$ cat src/rtl/ws2812_scheduler.sv
// Frame scheduler for a WS2812 LED chain: arbitrates two pixel writers into a
// pixel buffer and streams the buffer to the bit encoder, followed by a latch gap.
module ws2812_scheduler #(
   parameter int NUM_LEDS    = 8,
   parameter int ADDR_W      = 3,
   parameter int CLK_FRE     = 27_000_000,
   parameter int LATCH_US    = 80,
   parameter int REFRESH_CYC = 2_700_000
) (
   input  logic              clk,
   input  logic              rst_n,
   input  logic              a_req,
   input  logic [ADDR_W-1:0] a_addr,
   input  logic [23:0]       a_rgb,
   output logic              a_gnt,
   input  logic              b_req,
   input  logic [ADDR_W-1:0] b_addr,
   input  logic [23:0]       b_rgb,
   output logic              b_gnt,
   output logic              pix_valid,
   output logic [23:0]       pix_data,
   input  logic              pix_ready,
   output logic              busy,
   output logic              frame_done
);

   localparam int LATCH_CYC = CLK_FRE / 1_000_000 * LATCH_US;
   localparam int LATCH_TC  = (LATCH_CYC > 0) ? LATCH_CYC - 1 : 0;
   localparam int DEPTH     = 1 << ADDR_W;

   typedef enum logic [1:0] {IDLE = 2'd0, SEND = 2'd1, LATCH = 2'd2} state_t;

   state_t            state_r, state_nxt_s;
   logic [23:0]       pix_buf_r [DEPTH];
   logic              dirty_r, prio_b_r, pix_valid_r;
   logic [23:0]       pix_data_r;
   logic [ADDR_W-1:0] idx_r;
   logic [31:0]       rcnt_r, lcnt_r;
   logic              start_s, refresh_due_s, gnt_ok_s, a_gnt_s, b_gnt_s;
   logic              hs_s, last_s, latch_tc_s, wr_en_s;
   logic [ADDR_W-1:0] wr_addr_s;
   logic [23:0]       wr_rgb_s;

   // Next state, frame start and round-robin grant decision
   always_comb begin
      state_nxt_s   = state_r;
      start_s       = 1'b0;
      gnt_ok_s      = 1'b0;
      a_gnt_s       = 1'b0;
      b_gnt_s       = 1'b0;
      refresh_due_s = (REFRESH_CYC != 0) && (rcnt_r == 32'(REFRESH_CYC - 1));
      hs_s          = (state_r == SEND) && pix_valid_r && pix_ready;
      last_s        = (idx_r == ADDR_W'(NUM_LEDS - 1));
      latch_tc_s    = (lcnt_r == 32'(LATCH_TC));
      case (state_r)
         IDLE: begin
            if (dirty_r || refresh_due_s) begin
               start_s     = 1'b1;
               state_nxt_s = SEND;
            end else begin
               gnt_ok_s    = 1'b1;
            end
         end
         SEND: begin
            if (hs_s && last_s) begin
               state_nxt_s = LATCH;
            end else begin
               state_nxt_s = SEND;
            end
         end
         LATCH: begin
            gnt_ok_s = 1'b1;
            if (latch_tc_s) begin
               state_nxt_s = IDLE;
            end else begin
               state_nxt_s = LATCH;
            end
         end
         default: state_nxt_s = IDLE;
      endcase
      // Grants are combinational, so reset must mask them directly
      if (gnt_ok_s && rst_n) begin
         if (a_req && (!b_req || !prio_b_r)) begin
            a_gnt_s = 1'b1;
         end else if (b_req) begin
            b_gnt_s = 1'b1;
         end else begin
            a_gnt_s = 1'b0;
            b_gnt_s = 1'b0;
         end
      end else begin
         a_gnt_s = 1'b0;
         b_gnt_s = 1'b0;
      end
   end

   // Select the granted write and drop out-of-range addresses
   always_comb begin
      if (a_gnt_s) begin
         wr_addr_s = a_addr;
         wr_rgb_s  = a_rgb;
      end else begin
         wr_addr_s = b_addr;
         wr_rgb_s  = b_rgb;
      end
      wr_en_s = (a_gnt_s || b_gnt_s) && (32'(wr_addr_s) < 32'(NUM_LEDS));
   end

   // State register
   always_ff @(posedge clk or negedge rst_n) begin
      if (!rst_n) begin
         state_r <= IDLE;
      end else begin
         state_r <= state_nxt_s;
      end
   end

   // Round-robin pointer: the requester granted last loses the next tie
   always_ff @(posedge clk or negedge rst_n) begin
      if (!rst_n) begin
         prio_b_r <= 1'b0;
      end else if (a_gnt_s) begin
         prio_b_r <= 1'b1;
      end else if (b_gnt_s) begin
         prio_b_r <= 1'b0;
      end else begin
         prio_b_r <= prio_b_r;
      end
   end

   // Pixel buffer and dirty flag
   always_ff @(posedge clk or negedge rst_n) begin
      if (!rst_n) begin
         for (int i = 0; i < DEPTH; i++) pix_buf_r[i] <= 24'd0;
         dirty_r <= 1'b0;
      end else begin
         if (wr_en_s) begin
            pix_buf_r[wr_addr_s] <= wr_rgb_s;
         end
         if (start_s) begin
            dirty_r <= 1'b0;
         end else if (wr_en_s) begin
            dirty_r <= 1'b1;
         end else begin
            dirty_r <= dirty_r;
         end
      end
   end

   // Refresh and latch-gap counters
   always_ff @(posedge clk or negedge rst_n) begin
      if (!rst_n) begin
         rcnt_r <= 32'd0;
         lcnt_r <= 32'd0;
      end else begin
         if (start_s) begin
            rcnt_r <= 32'd0;
         end else if ((state_r == IDLE) && (REFRESH_CYC != 0)) begin
            rcnt_r <= rcnt_r + 32'd1;
         end else begin
            rcnt_r <= rcnt_r;
         end
         if ((state_r == LATCH) && !latch_tc_s) begin
            lcnt_r <= lcnt_r + 32'd1;
         end else begin
            lcnt_r <= 32'd0;
         end
      end
   end

   // Pixel stream: next pixel is preloaded on each handshake so there is no bubble
   always_ff @(posedge clk or negedge rst_n) begin
      if (!rst_n) begin
         idx_r       <= '0;
         pix_valid_r <= 1'b0;
         pix_data_r  <= 24'd0;
      end else if (start_s) begin
         idx_r       <= '0;
         pix_valid_r <= 1'b1;
         pix_data_r  <= pix_buf_r[0];
      end else if (hs_s) begin
         if (last_s) begin
            idx_r       <= '0;
            pix_valid_r <= 1'b0;
            pix_data_r  <= 24'd0;
         end else begin
            idx_r       <= idx_r + ADDR_W'(1);
            pix_valid_r <= 1'b1;
            pix_data_r  <= pix_buf_r[idx_r + ADDR_W'(1)];
         end
      end else begin
         idx_r       <= idx_r;
         pix_valid_r <= pix_valid_r;
         pix_data_r  <= pix_data_r;
      end
   end

   assign a_gnt      = a_gnt_s;
   assign b_gnt      = b_gnt_s;
   assign pix_valid  = pix_valid_r;
   assign pix_data   = pix_data_r;
   assign busy       = (state_r != IDLE);
   assign frame_done = (state_r == LATCH) && latch_tc_s;

endmodule

$ cat config.mk
export PLATFORM = sky130hd
export DESIGN_NAME = ws2812_scheduler
export DESIGN_NICKNAME = d
export VERILOG_FILES = /design/src/rtl/ws2812_scheduler.sv
export SDC_FILE = /design/constraint.sdc
export NUM_CORES = 1
export LEC_CHECK = 0
export ABC_AREA = 1
export ABC_CLOCK_PERIOD_IN_PS = 2600
export CAP_MARGIN = 20
export CORE_MARGIN = 3
export CORE_UTILIZATION = 60
export DETAILED_ROUTE_END_ITERATION = 8
export PLACE_DENSITY = 0.78
export SYNTH_ARGS = -nofsm -noshare
export SYNTH_HDL_FRONTEND = slang
export SYNTH_SLANG_ARGS = --single-unit
$ cat constraint.sdc
create_clock -name clk -period 2.6 [get_ports clk]
set_input_delay 0.52 -clock clk [delete_from_list [all_inputs] [get_ports clk]]
set_output_delay 0.52 -clock clk [all_outputs]
set_load 0.1 [all_outputs]
### Word-level counts from Yosys, hierarchy flattened

Cells that the tools add are included.

* word-level logic and storage cells: 87
* output and inout port bits: 29
* register bits after elaboration: 288
* bits of input ports: 59

* add/sub/neg operators: 3
* equal/unequal tests: 6
* order comparisons: 3
* mux-type cells: 37
* reduce and logical (&&, ||, !) cells: 20
* bitwise gates (word level): 2

Operators with widths (number)
* bitwise mux 192 bit: 1
* two-way mux 24 bit: 7
* two-way mux 32 bit: 3
* binary-select mux 24 bit (select 3 bit): 1
* demux 24 bit (select 3 bit): 1
* adder 32 x 1 -> 32 bit, second input constant: 2
* == test 32 x 12 -> 1 bit, second input constant: 1
* == test 32 x 22 -> 1 bit, second input constant: 1
* two-way mux 1 bit: 15
* two-way mux 3 bit: 4
* nonzero test 2 bit: 5
* greater-or-equal comparator 4 bit, second input constant: 2
* logical AND 1 bit: 8
* NOT 3 -> 4 bit: 2
* two-way mux 2 bit: 3
* one-hot mux 2 bit (3 select lines): 1
* less-than comparator 4 x 1 -> 1 bit, second input constant: 1
* adder 3 x 1 -> 3 bit, second input constant: 1
* == test 3 bit, second input constant: 1
* zero test 1 bit: 3
* logical OR 1 bit: 3
* == test 2 x 1 -> 1 bit, second input constant: 1
* == test 2 bit, second input constant: 1
* zero test 2 bit: 1
* 2 further kinds: 2

### Logic depth before layout (Yosys ltp)

Gate-level depths: netlist (run 1).

* word-level depth: 13
* mapped depth: 17
* gate-level depth less buffers: 15

### Least setup slack after synthesis (run 1)

OpenSTA, ideal clock, no wires.

* path type: register to output
* start: reg lcnt_r[0]
* end: out frame_done
* cell stages (with the launch flop): 8
* setup slack: -1.147 ns
* buffers on the path: 0
* required time: 2.080 ns
* data arrival time: 3.227 ns
* cells stage by stage: dfrtp_1 -> ha_1 -> nand2_1 -> nor2_2 -> nand3_1 -> nor3b_1 -> nand4_1 -> nor3_1

* word-level cells in the longest chain between the ends: 2

RTL lines
* from (decl): line 38 `logic [31:0] rcnt_r, lcnt_r;`
* from (signal assigned): line 164 `lcnt_r <= lcnt_r + 32'd1;`
* == test 32 x 12 -> 1 bit: line 54 `latch_tc_s = (lcnt_r == 32'(LATCH_TC));`
* logical AND 1 bit: line 203 `assign frame_done = (state_r == LATCH) && latch_tc_s;`
* to (decl): line 24 `output logic frame_done`

Every way passes these cells.

### Worst setup path in the final report (run 1)

Same ends and word-level chain as after synthesis.

==> summary.md, run 1 <==
- clock latency of the later-clocked register in the worst-skew pair: 560 ps
- RSZ-0062 raised after global routing: yes
- leading cell type in the layout, fill and taps excluded: sky130_fd_sc_hd__nand2_1
- Max Fclk: 367 MHz
- number of instances in the synthesized netlist: 1,851
- via density per instance: 6.00
- placed wire-length estimate: 27.1 mm
- Max stage delay on crit path: 360 ps
- wire length of the first global-routing pass: 68.7 mm
- die outline width: 163 um
- number of flip-flops and latches in the synthesized netlist: 288
- overall via count from detail_route: 13,800
- number of distinct library cell variants in the gate-level netlist after synthesis: 41
- Yosys warning count: 0
- Root Buffer: sky130_fd_sc_hd__clkbuf_16
- fin crit share: 105%
- post-layout min period: 2730 ps
- final-report max-slew violation count: 0
- final antenna-violating net count: 0
- biggest area contributors in the synthesized netlist: sky130_fd_sc_hd__dfrtp_1 49%, sky130_fd_sc_hd__nand2_1 15%, sky130_fd_sc_hd__nand3_1 9.8%
- DRC errors left: 0
- synth-to-layout area growth: 20.7%
- worst slew slack as a fraction of its limit: 26.0%
- antenna diode count: 0
- maximum buffer depth of the clock tree: 3
- Critical Path RT: 2080 ps
- failing checks: negative setup slack
- Total Routing Usage GR: 31.9%
- number of antenna violations at the first check in global routing: 0
- uppermost layer routed: met4
- Finished Core Util: 74.9%
- post-synthesis sequential area ratio: 48.7%
- Total Nets Final: 2,025
- overall die area: 0.0266 mm^2
- post-route setup slack: -125 ps
- maxcap violations: 0
- leading register cell type out of synthesis: sky130_fd_sc_hd__dfrtp_1
- Starting Density: 62.1%
- maximum level of the CTS H-tree: 1
- Final Wtd Congestion: 0.925
- mapped cell area: 0.0148 mm^2
- DRC marker count from the first detailed-route iteration: 1,458
- average cell area after synthesis: 7.99 um^2
- actual slew at the worst max-slew pin: 1110 ps
- Total Routed Length: 42.3 mm
- Critical Path AT: 2210 ps
- final global-route overflow total: 0
- buffers added on ports: 87
- result of the run: complete, but fails checks
- CP max FO: 2
- 1st-pass router iterations: 6
- critical path capture point type: output pin
- syn_nets: 1,914
- static power due to leakage: 8.69 nW
- critical path class: flop to output pin
- Num CTS Buffers: 31
- Yosys top cell area share: 48.7%
- number of rows in the core area: 56
- Worst VDD drop: 0.722 mV
- Worst-path clk slew: 60 ps
- share of synthesized registers carrying an async set or reset: 100%
- worst hold slack: 3.92 ps
- number of global-route vias before repair: 13,500
- Worst Clk Skew: 15.0 ps
- pwr dens: 1090 mW/mm^2
- core box area: 0.0238 mm^2
- TritonCTS clock tree: built
- Die Y-Extent: 163 um
- cells along the critical path: ha_1 -> nand2_1 -> nor2_2 -> nand3_2 -> nor3b_2 -> nand4_1 -> nor3_2 -> buf_12
- count of clock tree sinks: 288
- Setup Viol. Count Final: 2
- worst hold-check path type: input port to asynchronous set/reset pin
- routed metal-1 wire length: 17.2 mm
- fin cells: 2,306
- Post-synth EDFFs: 0
- Cells after DPL: 2,223
- setup slack, reg-to-reg: 80 ps
- drt wl/cell: 18.3 um
- largest area contributor in the netlist: sky130_fd_sc_hd__dfrtp_1
- master of the slowest instance on the critical path: sky130_fd_sc_hd__dfrtp_1
- pin count of the biggest net entering global routing: 182
- endpoints failing hold: 0
- met3 wire len: 3.16 mm
- total of hold buffers inserted after clock tree synthesis: 0
- proportion of layout cells with a drive suffix above 1: 12.4%
- commonest cells after routing, fill and taps aside: 603 x sky130_fd_sc_hd__nand2_1, 287 x sky130_fd_sc_hd__nand3_1, 286 x sky130_fd_sc_hd__dfrtp_1, 136 x sky130_fd_sc_hd__nor2_1, 93 x sky130_fd_sc_hd__buf_4
- routed wl met2: 20.9 mm
- startpoint kind of the worst setup timing path: flop
- # IOs: 88
## critical path, delay by kind of cell, from the launching register on
kind	cells	cell delay, ps
and+or+nand+nor	6	900
DFF	1	360
buffers and inverters	1	210
adders and majority gates	1	170
## per-layer routing
| layer | track usage (%) | vias to the layer above |
|---|---|---|
| met5 | 0 | - |
| met4 | 9.96 | 0 |
| met3 | 5.90 | 102 |
| met2 | 54.2 | 613 |
| met1 | 41.6 | 6720 |
| li1 | - | 6394 |
## synthesized netlist by cell type, drive strengths merged (14+ instances only)
| cell type | number |
|---|---|
| dfrtp | 288 |
| clkbuf | 43 |
| xor2 | 17 |
| buf | 68 |
| nor4 | 14 |
| a21oi | 17 |
| o221ai | 48 |
| mux2i | 48 |
| nor3 | 42 |
| nand4 | 20 |
| nand3 | 291 |
| o21ai | 69 |
| nand2 | 621 |
| inv | 78 |
| nor2 | 150 |
## cell families (layout without fill, tap and decap cells)
logic type	after synthesis	after routing	synth area share (%)
AOI/OAI and AO/OA	144	144	6.31
xor gates and xnor gates	24	24	1.42
adders and majority gates	4	4	0.339
buffers and inverters	194	330	6.16
DFF	288	288	48.7
muxes	48	48	3.25
and+or+nand+nor	1149	1149	33.8
## cell type report
cell class / instances / area, um^2
clock buffers: 43 / 861
clock inverters: 15 / 289
fillers: 1742 / 5980
inverters: 83 / 324
multi-input cells: 1369 / 6730
flip-flops and latches: 288 / 7210
well taps: 319 / 399
repair buffers: 188 / 2010
repair inverters: 1 / 8.76
## per-stage QoR
| stage | power [mW] | setup TNS, ps | area (um^2) | worst slack [ps] |
|---|---|---|---|---|
| 3_3_place_gp | 14.0 | 0 | 16400 | 52.4 |
| 5_1_grt | 20.5 | -892 | 17800 | -263 |
| 4_1_cts | 19.3 | -282 | 17600 | -145 |
| 2_1_floorplan | 12.0 | -300 | 14800 | -300 |
| 6_report | 19.4 | -230 | 17800 | -125 |
| 3_5_place_dp | 14.3 | 0 | 16400 | 18.8 |
## path summary, 6_finish.rpt
| check | startpoint | end | cells after the start |
|---|---|---|---|
| setup reg to reg | rcnt_r[14] | pix_buf_r[11] | 17 |
| hold / removal | rst_n | rcnt_r[7] | 2 |
| hold reg to reg | pix_buf_r[18] | pix_buf_r[18] | 2 |
| max in group asynchronous | rst_n | pix_buf_r[98] | 3 |
| min in group clk | pix_buf_r[18] | pix_buf_r[18] | 2 |
| setup / recovery | lcnt_r[0] | frame_done | 8 |
## registers in the layout, summed over array words and instances (netlist names)
signal and flops:
lcnt_r 32, dirty_r 1, state_r 2, rcnt_r 32, prio_b_r 1, pix_data 24, idx_r 3, pix_valid 1
pix_buf_r 192
## power by group
group / switching, mW / leakage (nW) / internal, mW / total, mW
combinational: 5.02 / 4.25 / 2.45 / 7.46
clock: 1.83 / 0.546 / 3.10 / 4.93
sequential: 0.967 / 3.89 / 6.06 / 7.02
total: 7.81 / 8.69 / 11.6 / 19.4
## what timing repair did
action                     CTS  global route
setup endpoints to repair    3           196
gates resized for setup      8            18
buffers inserted             7            17
cloned                       1             0
pin swaps                    3             9
(Power assumes the default switching activity.)
==> run 2: changes to the inputs <==
--- a/config.mk
+++ b/config.mk
@@ -7,11 +7,11 @@
 export LEC_CHECK = 0
 export ABC_AREA = 1
 export ABC_CLOCK_PERIOD_IN_PS = 2600
-export CAP_MARGIN = 20
 export CORE_MARGIN = 3
 export CORE_UTILIZATION = 60
 export DETAILED_ROUTE_END_ITERATION = 8
 export PLACE_DENSITY = 0.78
+export RECOVER_POWER = 25
 export SYNTH_ARGS = -nofsm -noshare
 export SYNTH_HDL_FRONTEND = slang
 export SYNTH_SLANG_ARGS = --single-unit
==> run 2 against run 1 <==
The run ends with max-capacitance violations, max-slew violations, negative setup slack left; die area is the same; sequential power is essentially flat; cell count is the same; largest cell class unchanged.
==> summary.md, run 2 (same netlist as run 1, synthesis figures left out) <==
- count of clock tree sinks: 288
- Max Fclk: 365 MHz
- Worst Clk Skew: 20.4 ps
- Die Y-Extent: 163 um
- placed wire-length estimate: 27.1 mm
- startpoint kind of the worst setup timing path: flop
- maximum buffer depth of the clock tree: 3
- Total Routing Usage GR: 31.9%
- Total Nets Final: 2,025
- # IOs: 88
- leading cell type in the layout, fill and taps excluded: sky130_fd_sc_hd__nand2_1
- critical path class: flop to output pin
- maximum level of the CTS H-tree: 1
- maxcap violations: 2
- Num CTS Buffers: 31
- clock latency of the later-clocked register in the worst-skew pair: 570 ps
- Critical Path RT: 2080 ps
- number of fill cells in the layout: 1,748
- fin cells: 2,306
- TritonCTS clock tree: built
- RSZ-0062 raised after global routing: yes
- Worst VDD drop: 0.725 mV
- core box area: 0.0238 mm^2
- register containing the most flip-flops in the final layout: pix_buf_r
- post-layout min period: 2740 ps
- DRC errors left: 0
- wire length of the first global-routing pass: 68.7 mm
- Final Wtd Congestion: 0.925
- antenna diode count: 0
- overall via count from detail_route: 13,800
- buffers added on ports: 87
- proportion of layout cells with a drive suffix above 1: 12.3%
- Non-Filler Cell Area, Final: 0.0178 mm^2
- failing checks: max-capacitance violations, max-slew violations, negative setup slack
- result of the run: complete, but fails checks
- Critical Path AT: 2220 ps
- worst slew slack as a fraction of its limit: -16.5%
- fin crit share: 105%
- drt wl/cell: 18.4 um
- worst hold-check path type: input port to asynchronous set/reset pin
- multi-input combinational cell area: 0.00673 mm^2
- pre-CTS worst setup slack: 18.8 ps
- max reg flops: 192
- Largest regs: pix_buf_r (192), lcnt_r (32), rcnt_r (32)
- CP max FO: 2
- Root Buffer: sky130_fd_sc_hd__clkbuf_16
- Total Routed Length: 42.4 mm
- synth-to-layout area growth: 20.5%
- static power due to leakage: 8.68 nW
- Cells after DPL: 2,223
- final global-route overflow total: 0
- Starting Density: 62.1%
- number of global-route vias before repair: 13,500
- Worst-path clk slew: 60 ps
- depth of the most critical reg-to-reg path: 18
- critical path capture point type: output pin
- actual slew at the worst max-slew pin: 1750 ps
- Final Power: 19.4 mW
- post-route setup slack: -137 ps
- via density per instance: 6.00
- overall die area: 0.0266 mm^2
- die outline width: 163 um
- 1st-pass router iterations: 6
- DRC marker count from the first detailed-route iteration: 1,601
- Post-DP Area: 0.0164 mm^2
- final antenna-violating net count: 0
- final-report max-slew violation count: 253
- number of rows in the core area: 56
- Setup Viol. Count Final: 2
- sequential cell area: 0.00721 mm^2
- commonest cells after routing, fill and taps aside: 603 x sky130_fd_sc_hd__nand2_1, 287 x sky130_fd_sc_hd__nand3_1, 286 x sky130_fd_sc_hd__dfrtp_1, 136 x sky130_fd_sc_hd__nor2_1, 92 x sky130_fd_sc_hd__buf_4
- pin count of the biggest net entering global routing: 182
- number of antenna violations at the first check in global routing: 0
- endpoints failing hold: 0
- pwr dens: 1090 mW/mm^2
-- run 2: cell count changes in the layout (fill, tap and decap cells not counted), sizes merged --
cell and change:
buf -2, clkbuf +2
-- run 2: metal layers --
layer | track usage (%) | wire length (um) | vias up
li1 | - | - | 6383
met2 | 54.2 | 20800 | 621
met4 | 9.96 | 1080 | 0
met3 | 5.90 | 3290 | 110
met5 | 0 | 0 | -
met1 | 41.6 | 17200 | 6724
-- run 2: final timing paths --
kind | slack, ps | endpoint | start
max | -140 | frame_done | lcnt_r[0]
min | 40 | rcnt_r[7] | rst_n
max reg2reg | 70 | pix_buf_r[91] | rcnt_r[1]
min reg2reg | 470 | pix_buf_r[0] | pix_buf_r[0]
max in group asynchronous | 450 | pix_data[13] | rst_n
min in group clk | 470 | pix_buf_r[0] | pix_buf_r[0]
-- run 2: critical path, stage by stage, from the launching register on --
cell	delay (ps)
sky130_fd_sc_hd__dfrtp_1	360
sky130_fd_sc_hd__ha_1	170
sky130_fd_sc_hd__nand2_1	70
sky130_fd_sc_hd__nor2_2	120
sky130_fd_sc_hd__nand3_2	90
sky130_fd_sc_hd__nor3b_2	210
sky130_fd_sc_hd__nand4_1	190
sky130_fd_sc_hd__nor3_2	220
sky130_fd_sc_hd__buf_12	210
-- run 2: repair_timing --
action | in CTS | in global routing
gates resized for setup | 8 | 18
gates cloned | 1 | 0
hold buffers | 0 | 0
setup endpoints to repair | 3 | 196
pin swaps | 3 | 9
buffers inserted | 7 | 17
-- run 2: per-stage QoR --
step                utilization (%)  hold slack, ps  TNS [ps]
global placement               68.8             448         0
finish                         74.8            41.1      -252
global route                   74.8            90.0      -918
detailed placement             68.8             453         0
CTS                            74.0            21.2      -282
floorplan                         -             224      -300
-- run 2: power breakdown --
group / internal [mW] / total (mW) / switching, mW
clock: 3.10 / 4.94 / 1.84
combinational: 2.44 / 7.46 / 5.02
sequential: 6.06 / 7.03 / 0.974
-- run 2: cell type report --
class / instances / area share, %
sequential: 288 / 40.5
clock buffer: 43 / 4.83
tap: 319 / 2.24
timing repair buffer: 188 / 11.2
multi-input combinational: 1369 / 37.8
clock inverter: 15 / 1.62
timing repair inverter: 1 / 0.0492
inverter: 83 / 1.82
